===== config.mk =====
export PLATFORM = sky130hd
export DESIGN_NAME = dac_update_sched_flat
export DESIGN_NICKNAME = d
export VERILOG_FILES = /design/src/rtl/dac_update_sched_pkg.sv /design/src/rtl/dac_update_sched_if.sv /design/src/rtl/dac_update_sched_rr_arb2.sv /design/src/rtl/dac_update_sched.sv /design/src/flat_wrapper.sv
export SDC_FILE = /design/constraint.sdc
export NUM_CORES = 1
export LEC_CHECK = 0
export CELL_PAD_IN_SITES_DETAIL_PLACEMENT = 0
export CELL_PAD_IN_SITES_GLOBAL_PLACEMENT = 1
export CORE_MARGIN = 4
export CORE_UTILIZATION = 34
export DETAILED_ROUTE_END_ITERATION = 12
export MAX_ROUTING_LAYER = met4
export PLACE_DENSITY = 0.83
export SLEW_MARGIN = 20
export SYNTH_ARGS = -nofsm -noshare
export SYNTH_HDL_FRONTEND = slang
export SYNTH_SLANG_ARGS = --single-unit

===== constraint.sdc =====
create_clock -name CLK -period 1.9 [get_ports CLK]
set_input_delay 0.57 -clock CLK [delete_from_list [all_inputs] [get_ports CLK]]
set_output_delay 0.57 -clock CLK [all_outputs]
set_load 0.1 [all_outputs]

===== src/rtl/dac_update_sched_pkg.sv =====
// rtl/dac_update_sched_pkg.sv - shared types and constants for the DAC update scheduler
package dac_sched_pkg;

    localparam int DAC_W_DEFAULT = 10;
    localparam int CNT_W         = 8;

    typedef enum logic [1:0] {
        IDLE   = 2'd0,
        SETTLE = 2'd1,
        SLEW   = 2'd2
    } sched_state_e;

endpackage


===== src/rtl/dac_update_sched_if.sv =====
// rtl/dac_update_sched_if.sv - two-requester valid/ready code update bundle
interface dac_update_sched_if
    import dac_sched_pkg::*;
#(
    parameter int DAC_W = DAC_W_DEFAULT
) ();

    logic             req0_valid;
    logic [DAC_W-1:0] req0_code;
    logic             req0_ready;
    logic             req1_valid;
    logic [DAC_W-1:0] req1_code;
    logic             req1_ready;

    modport master (
        output req0_valid, req0_code, req1_valid, req1_code,
        input  req0_ready, req1_ready
    );

    modport slave (
        input  req0_valid, req0_code, req1_valid, req1_code,
        output req0_ready, req1_ready
    );

endinterface


===== src/rtl/dac_update_sched_rr_arb2.sv =====
// rtl/dac_update_sched_rr_arb2.sv - combinational 2-way round-robin grant
module rr_arb2 (
    input  logic       valid0,
    input  logic       valid1,
    input  logic       last_grant,
    output logic [1:0] grant
);

    // On a tie the requester that did not win last time gets the grant.
    always_comb begin
        grant    = 2'b00;
        grant[0] = valid0 && (!valid1 || last_grant);
        grant[1] = valid1 && (!valid0 || !last_grant);
    end

endmodule


===== src/rtl/dac_update_sched.sv =====
// rtl/dac_update_sched.sv - arbitrated DAC code updater with settle hold; optional slew limit via DAC_SLEW_LIMIT_EN
module dac_update_sched
    import dac_sched_pkg::*;
#(
    parameter int DAC_W         = DAC_W_DEFAULT,
    parameter int SETTLE_CYCLES = 8,
    parameter int RESET_CODE    = 0,
    parameter int MAX_STEP      = 64
) (
    input  logic                 CLK,
    input  logic                 reset,
    dac_update_sched_if.slave    req,
    output logic [DAC_W-1:0]     dac_code,
    output logic                 upd_pulse,
    output logic                 busy
);

    localparam logic [CNT_W-1:0] SETTLE_INIT = CNT_W'(SETTLE_CYCLES - 1);
    localparam logic [DAC_W-1:0] RESET_VAL   = DAC_W'(RESET_CODE);

    if (SETTLE_CYCLES < 1 || SETTLE_CYCLES > 255 || MAX_STEP < 1) begin : g_bad_param
        $error("dac_update_sched: SETTLE_CYCLES or MAX_STEP out of range");
    end

    sched_state_e     state, state_next;
    logic [CNT_W-1:0] cnt, cnt_next;
    logic [DAC_W-1:0] code_next;
    logic             pulse_next;
    logic             last_grant, lg_next;
    logic [1:0]       grant;
    logic             xfer0, xfer1, xfer;
    logic [DAC_W-1:0] grant_code;

    rr_arb2 u_arb (
        .valid0     (req.req0_valid),
        .valid1     (req.req1_valid),
        .last_grant (last_grant),
        .grant      (grant)
    );

    // Gating with reset keeps both readies low while reset is held, even though state is already IDLE.
    assign req.req0_ready = (state == IDLE) && !reset && grant[0];
    assign req.req1_ready = (state == IDLE) && !reset && grant[1];

    assign xfer0      = req.req0_valid && req.req0_ready;
    assign xfer1      = req.req1_valid && req.req1_ready;
    assign xfer       = xfer0 || xfer1;
    assign grant_code = xfer1 ? req.req1_code : req.req0_code;

`ifdef DAC_SLEW_LIMIT_EN
    localparam logic [DAC_W:0] MAX_STEP_W = (DAC_W + 1)'(MAX_STEP);

    logic [DAC_W-1:0] target, target_next;

    function automatic logic [DAC_W-1:0] slew_step(input logic [DAC_W-1:0] cur,
                                                   input logic [DAC_W-1:0] tgt);
        logic [DAC_W:0] cur_w, tgt_w, diff, stp, res;
        cur_w = {1'b0, cur};
        tgt_w = {1'b0, tgt};
        diff  = (tgt_w >= cur_w) ? (tgt_w - cur_w) : (cur_w - tgt_w);
        stp   = (diff > MAX_STEP_W) ? MAX_STEP_W : diff;
        res   = (tgt_w >= cur_w) ? (cur_w + stp) : (cur_w - stp);
        return res[DAC_W-1:0];
    endfunction
`endif

    always_comb begin
        state_next = state;
        cnt_next   = cnt;
        code_next  = dac_code;
        pulse_next = 1'b0;
        lg_next    = last_grant;
`ifdef DAC_SLEW_LIMIT_EN
        target_next = target;
`endif
        case (state)
            IDLE: begin
                if (xfer) begin
                    lg_next    = xfer1;
                    cnt_next   = SETTLE_INIT;
                    pulse_next = 1'b1;
                    state_next = SETTLE;
`ifdef DAC_SLEW_LIMIT_EN
                    target_next = grant_code;
                    code_next   = slew_step(dac_code, grant_code);
`else
                    code_next   = grant_code;
`endif
                end
            end
            SETTLE: begin
                if (cnt == '0) begin
`ifdef DAC_SLEW_LIMIT_EN
                    state_next = (dac_code != target) ? SLEW : IDLE;
`else
                    state_next = IDLE;
`endif
                end else begin
                    cnt_next = cnt - 1'b1;
                end
            end
`ifdef DAC_SLEW_LIMIT_EN
            SLEW: begin
                code_next  = slew_step(dac_code, target);
                pulse_next = 1'b1;
                cnt_next   = SETTLE_INIT;
                state_next = SETTLE;
            end
`endif
            default: state_next = IDLE;
        endcase
    end

    always_ff @(posedge CLK or posedge reset) begin
        if (reset) begin
            state      <= IDLE;
            cnt        <= '0;
            dac_code   <= RESET_VAL;
            upd_pulse  <= 1'b0;
            busy       <= 1'b0;
            last_grant <= 1'b1;
`ifdef DAC_SLEW_LIMIT_EN
            target     <= RESET_VAL;
`endif
        end else begin
            state      <= state_next;
            cnt        <= cnt_next;
            dac_code   <= code_next;
            upd_pulse  <= pulse_next;
            busy       <= (state_next != IDLE);
            last_grant <= lg_next;
`ifdef DAC_SLEW_LIMIT_EN
            target     <= target_next;
`endif
        end
    end

endmodule

===== src/flat_wrapper.sv =====
// flat-port wrapper written by rule: the top's interface ports become plain ports
module dac_update_sched_flat import dac_sched_pkg::*;
#(
    parameter int DAC_W         = DAC_W_DEFAULT,
    parameter int SETTLE_CYCLES = 8,
    parameter int RESET_CODE    = 0,
    parameter int MAX_STEP      = 64
)
  (CLK, reset, dac_code, upd_pulse, busy, req_req0_valid, req_req0_code, req_req1_valid, req_req1_code, req_req0_ready, req_req1_ready);
  dac_update_sched_if #(.DAC_W(DAC_W)) req_i ();
  input  logic CLK;
  input  logic reset;
  output logic [DAC_W-1:0] dac_code;
  output logic upd_pulse;
  output logic busy;
  input wire logic [$bits(req_i.req0_valid)-1:0] req_req0_valid;
  input wire logic [$bits(req_i.req0_code)-1:0] req_req0_code;
  input wire logic [$bits(req_i.req1_valid)-1:0] req_req1_valid;
  input wire logic [$bits(req_i.req1_code)-1:0] req_req1_code;
  output wire logic [$bits(req_i.req0_ready)-1:0] req_req0_ready;
  output wire logic [$bits(req_i.req1_ready)-1:0] req_req1_ready;
  assign req_i.req0_valid = req_req0_valid;
  assign req_i.req0_code = req_req0_code;
  assign req_i.req1_valid = req_req1_valid;
  assign req_i.req1_code = req_req1_code;
  assign req_req0_ready = req_i.req0_ready;
  assign req_req1_ready = req_i.req1_ready;
  dac_update_sched #(.DAC_W(DAC_W), .SETTLE_CYCLES(SETTLE_CYCLES), .RESET_CODE(RESET_CODE), .MAX_STEP(MAX_STEP)) u_core (.CLK(CLK), .reset(reset), .req(req_i), .dac_code(dac_code), .upd_pulse(upd_pulse), .busy(busy));
endmodule

==> reports/metrics.yaml <==
detailed_routing:
  wire_per_inst_um: 15.3
  num_vias: 1168
  drtIter0Drc: 90
  routed_via_density: 5.31
  firstDrtPassIters: 5
  ant_nets: 0
  wl_um: 3360
  drcViolationCount: 0
timing:
  period_needed_ps: 2140
  hold_viol: 0
  rsz0062_at_grt: "true"
  setup_viol: 2
  fin_hold_ws_ps: 285
  fin_tns_setup_ps: -443
  period_share: 1.13
  drv_slew: 0
  skew_ps: 4.26
  layout_setup_ws_ps: -238
  clock.fmax_mhz: 468
pwr:
  finalPower_w: 0.00191
  irDropWorstVdd_uv: 481
  p_per_area_nw_per_um2: 991
  p_leak_nw: 0.858
flow_run:
  maxCapViolations: 0
global_routing:
  grt-ovfl-total: 0
  track_usage: 0.160
  grt_pass1_wl_um: 5590
  grt_antenna_before_repair: 0
  grt_max_degree: 24
  grt_pass1_vias: 1199
cells_and_area:
  num_antenna_cells: 0
  final_cell_mix: "22 x dfrtp_1, 20 x clkdlybuf4s50_1, 18 x o21ai_0"
  drive_gt1_frac: 0.270
  area_delta_synth_final_pct: 57.4
  final_cells: 220
  final_util: 0.564
  nets: 201
  layout_commonest_cell: "dfrtp_1"
worst_setup_path:
  critPathKind: "flop to output pin"
  arrival_ps: 1570
  reg2reg_setup_slack_ps: 160
  critPathCaptureType: "output pin"
  required_ps: 1330
  cp_max_fo: 3
  startpoint_type: "flop"
synthesis:
  synthCells: 127
  synth.ff_latch_count: 23
  syn_nets: 153
  yosysWarnings: 0
  avgSynthCellArea_um2: 9.64
  synth_cell_type_count: 33
  synthesis.area_um2: 1220
  yosysSeqAreaShare: 0.471
clocking:
  clock_path_buffers: 2
  cts_max_level: 1
  root_buffer: "clkbuf_4"
  clock_latency_ps: 310
  numCtsBuffers: 3
  cts_sinks: 23
  post-cts-setup-buffer-count: 0
  cts_tree: "done"
  path_clk_slew_ps: 130
placement:
  placed_cells: 216
  gp_congestion: 0.772
  dp_hpwl_um: 2630
  port_buffers: 37
run_status:
  outcome: "finished, violations left"
  failed_checks: "negative setup slack"
floorplanning:
  core_um2: 3420
  start_util: 0.358
  dieArea_um2: 4620
  io_pins: 38
  die_x_um: 68.0
  die_h_um: 68.0
  placementRows: 21
min_path:
  hold_path.class: "input port to async pin"
cell usage after synthesis:
| library cell | instances | area share |
|---|---|---|
| dfrtp_1 | 22 | 0.45 |
| o21ai_0 | 18 | 0.074 |
| a21oi_1 | 13 | 0.053 |
| nand3_1 | 11 | 0.045 |
| a31oi_1 | 10 | 0.051 |
| mux2i_1 | 7 | 0.057 |
| inv_1 | 6 | 0.018 |
| clkbuf_1 | 5 | 0.015 |
| nor2_1 | 5 | 0.015 |
| buf_2 | 3 | 0.012 |
| ha_1 | 2 | 0.020 |
| nor3_1 | 2 | 0.0082 |
| o211ai_1 | 2 | 0.012 |
| o211ai_2 | 2 | 0.020 |
| a211oi_1 | 1 | 0.0061 |
| a21bo_2 | 1 | 0.0082 |
| a21boi_1 | 1 | 0.0061 |
| a21boi_2 | 1 | 0.0092 |
| and3b_1 | 1 | 0.0072 |
| buf_6 | 1 | 0.0092 |
| conb_1 | 1 | 0.0031 |
| dfstp_2 | 1 | 0.021 |
| nor2b_1 | 1 | 0.0051 |
| nor3b_2 | 1 | 0.010 |
| nor4_1 | 1 | 0.0051 |
| nor4b_1 | 1 | 0.0072 |
| o21ai_1 | 1 | 0.0041 |
| o21ai_4 | 1 | 0.013 |
| o22ai_1 | 1 | 0.0051 |
| or2_2 | 1 | 0.0051 |
| or3_1 | 1 | 0.0051 |
| or3b_1 | 1 | 0.0072 |
| or4_4 | 1 | 0.0092 |
critical path, cell delays in order, from the launching register on:
cell	delay, ps
dfrtp_1	410
or3_4	400
a211oi_4	230
buf_12	210
report_power, final:
group | internal [W] | switching, W | total (W)
sequential | 0.000582 | 0.0000998 | 0.000682
clock | 0.0000785 | 0.000151 | 0.000229
combinational | 0.000373 | 0.000625 | 0.000998
total | 0.00103 | 0.000876 | 0.00191
metal layers:
metal  vias up  global-route usage  share of wire
li1        559                   -              -
met1       578               0.200           0.41
met2        29               0.283           0.56
met3         2              0.0115          0.028
met4         0              0.0372         0.0080
met5         -                   -              0
through the flow:
stage,setup slack [ps],instance area (um2)
5_1_grt,-306,1930
3_5_place_dp,-481,1900
4_1_cts,-309,1930
6_report,-238,1930
3_3_place_gp,-493,1900
2_1_floorplan,-436,1250
flip-flops by register name, indices dropped and copies added (netlist names):
name	flops
u_core.dac_code	10
u_core.last_grant	1
u_core.cnt	8
u_core.busy	1
u_core.state	2
u_core.upd_pulse	1
kinds of logic after synthesis:
| kind of cell | after synthesis | share of synthesized area |
|---|---|---|
| other cells | 1 | 0.00306 |
| flops | 23 | 0.471 |
| mux | 7 | 0.0573 |
| fa+ha+maj | 2 | 0.0204 |
| compound gates | 52 | 0.263 |
| simple gates | 27 | 0.130 |
| buf+inv | 15 | 0.0552 |
cell type report:
class	instances	area (um2)
sequential	23	577
clock inverter	1	5.00
fill	325	1490
multi-input combinational	89	609
tap	46	57.6
timing repair buffer	52	632
clock buffer	3	22.5
inverter	6	22.5
timing repair:
action / CTS / global route
hold buffers: 0 / 0
pin swaps: 3 / 2
setup endpoints to repair: 2 / 2
resized for setup: 7 / 0
path summary, 6_finish.rpt:
kind | start | end | cells past startpoint
max | u_core.state[1]$_DFF_PP0_ | req_req0_ready | 3
min | reset | u_core.cnt[7]$_DFFE_PP0P_ | 3
max reg2reg | u_core.cnt[0]$_DFFE_PP0P_ | u_core.cnt[5]$_DFFE_PP0P_ | 5
min reg2reg | u_core.cnt[6]$_DFFE_PP0P_ | u_core.cnt[6]$_DFFE_PP0P_ | 1
max in group asynchronous | reset | u_core.dac_code[2]$_DFFE_PP0P_ | 4
min in group CLK | u_core.cnt[6]$_DFFE_PP0P_ | u_core.cnt[6]$_DFFE_PP0P_ | 1
(Power assumes the default switching activity.)
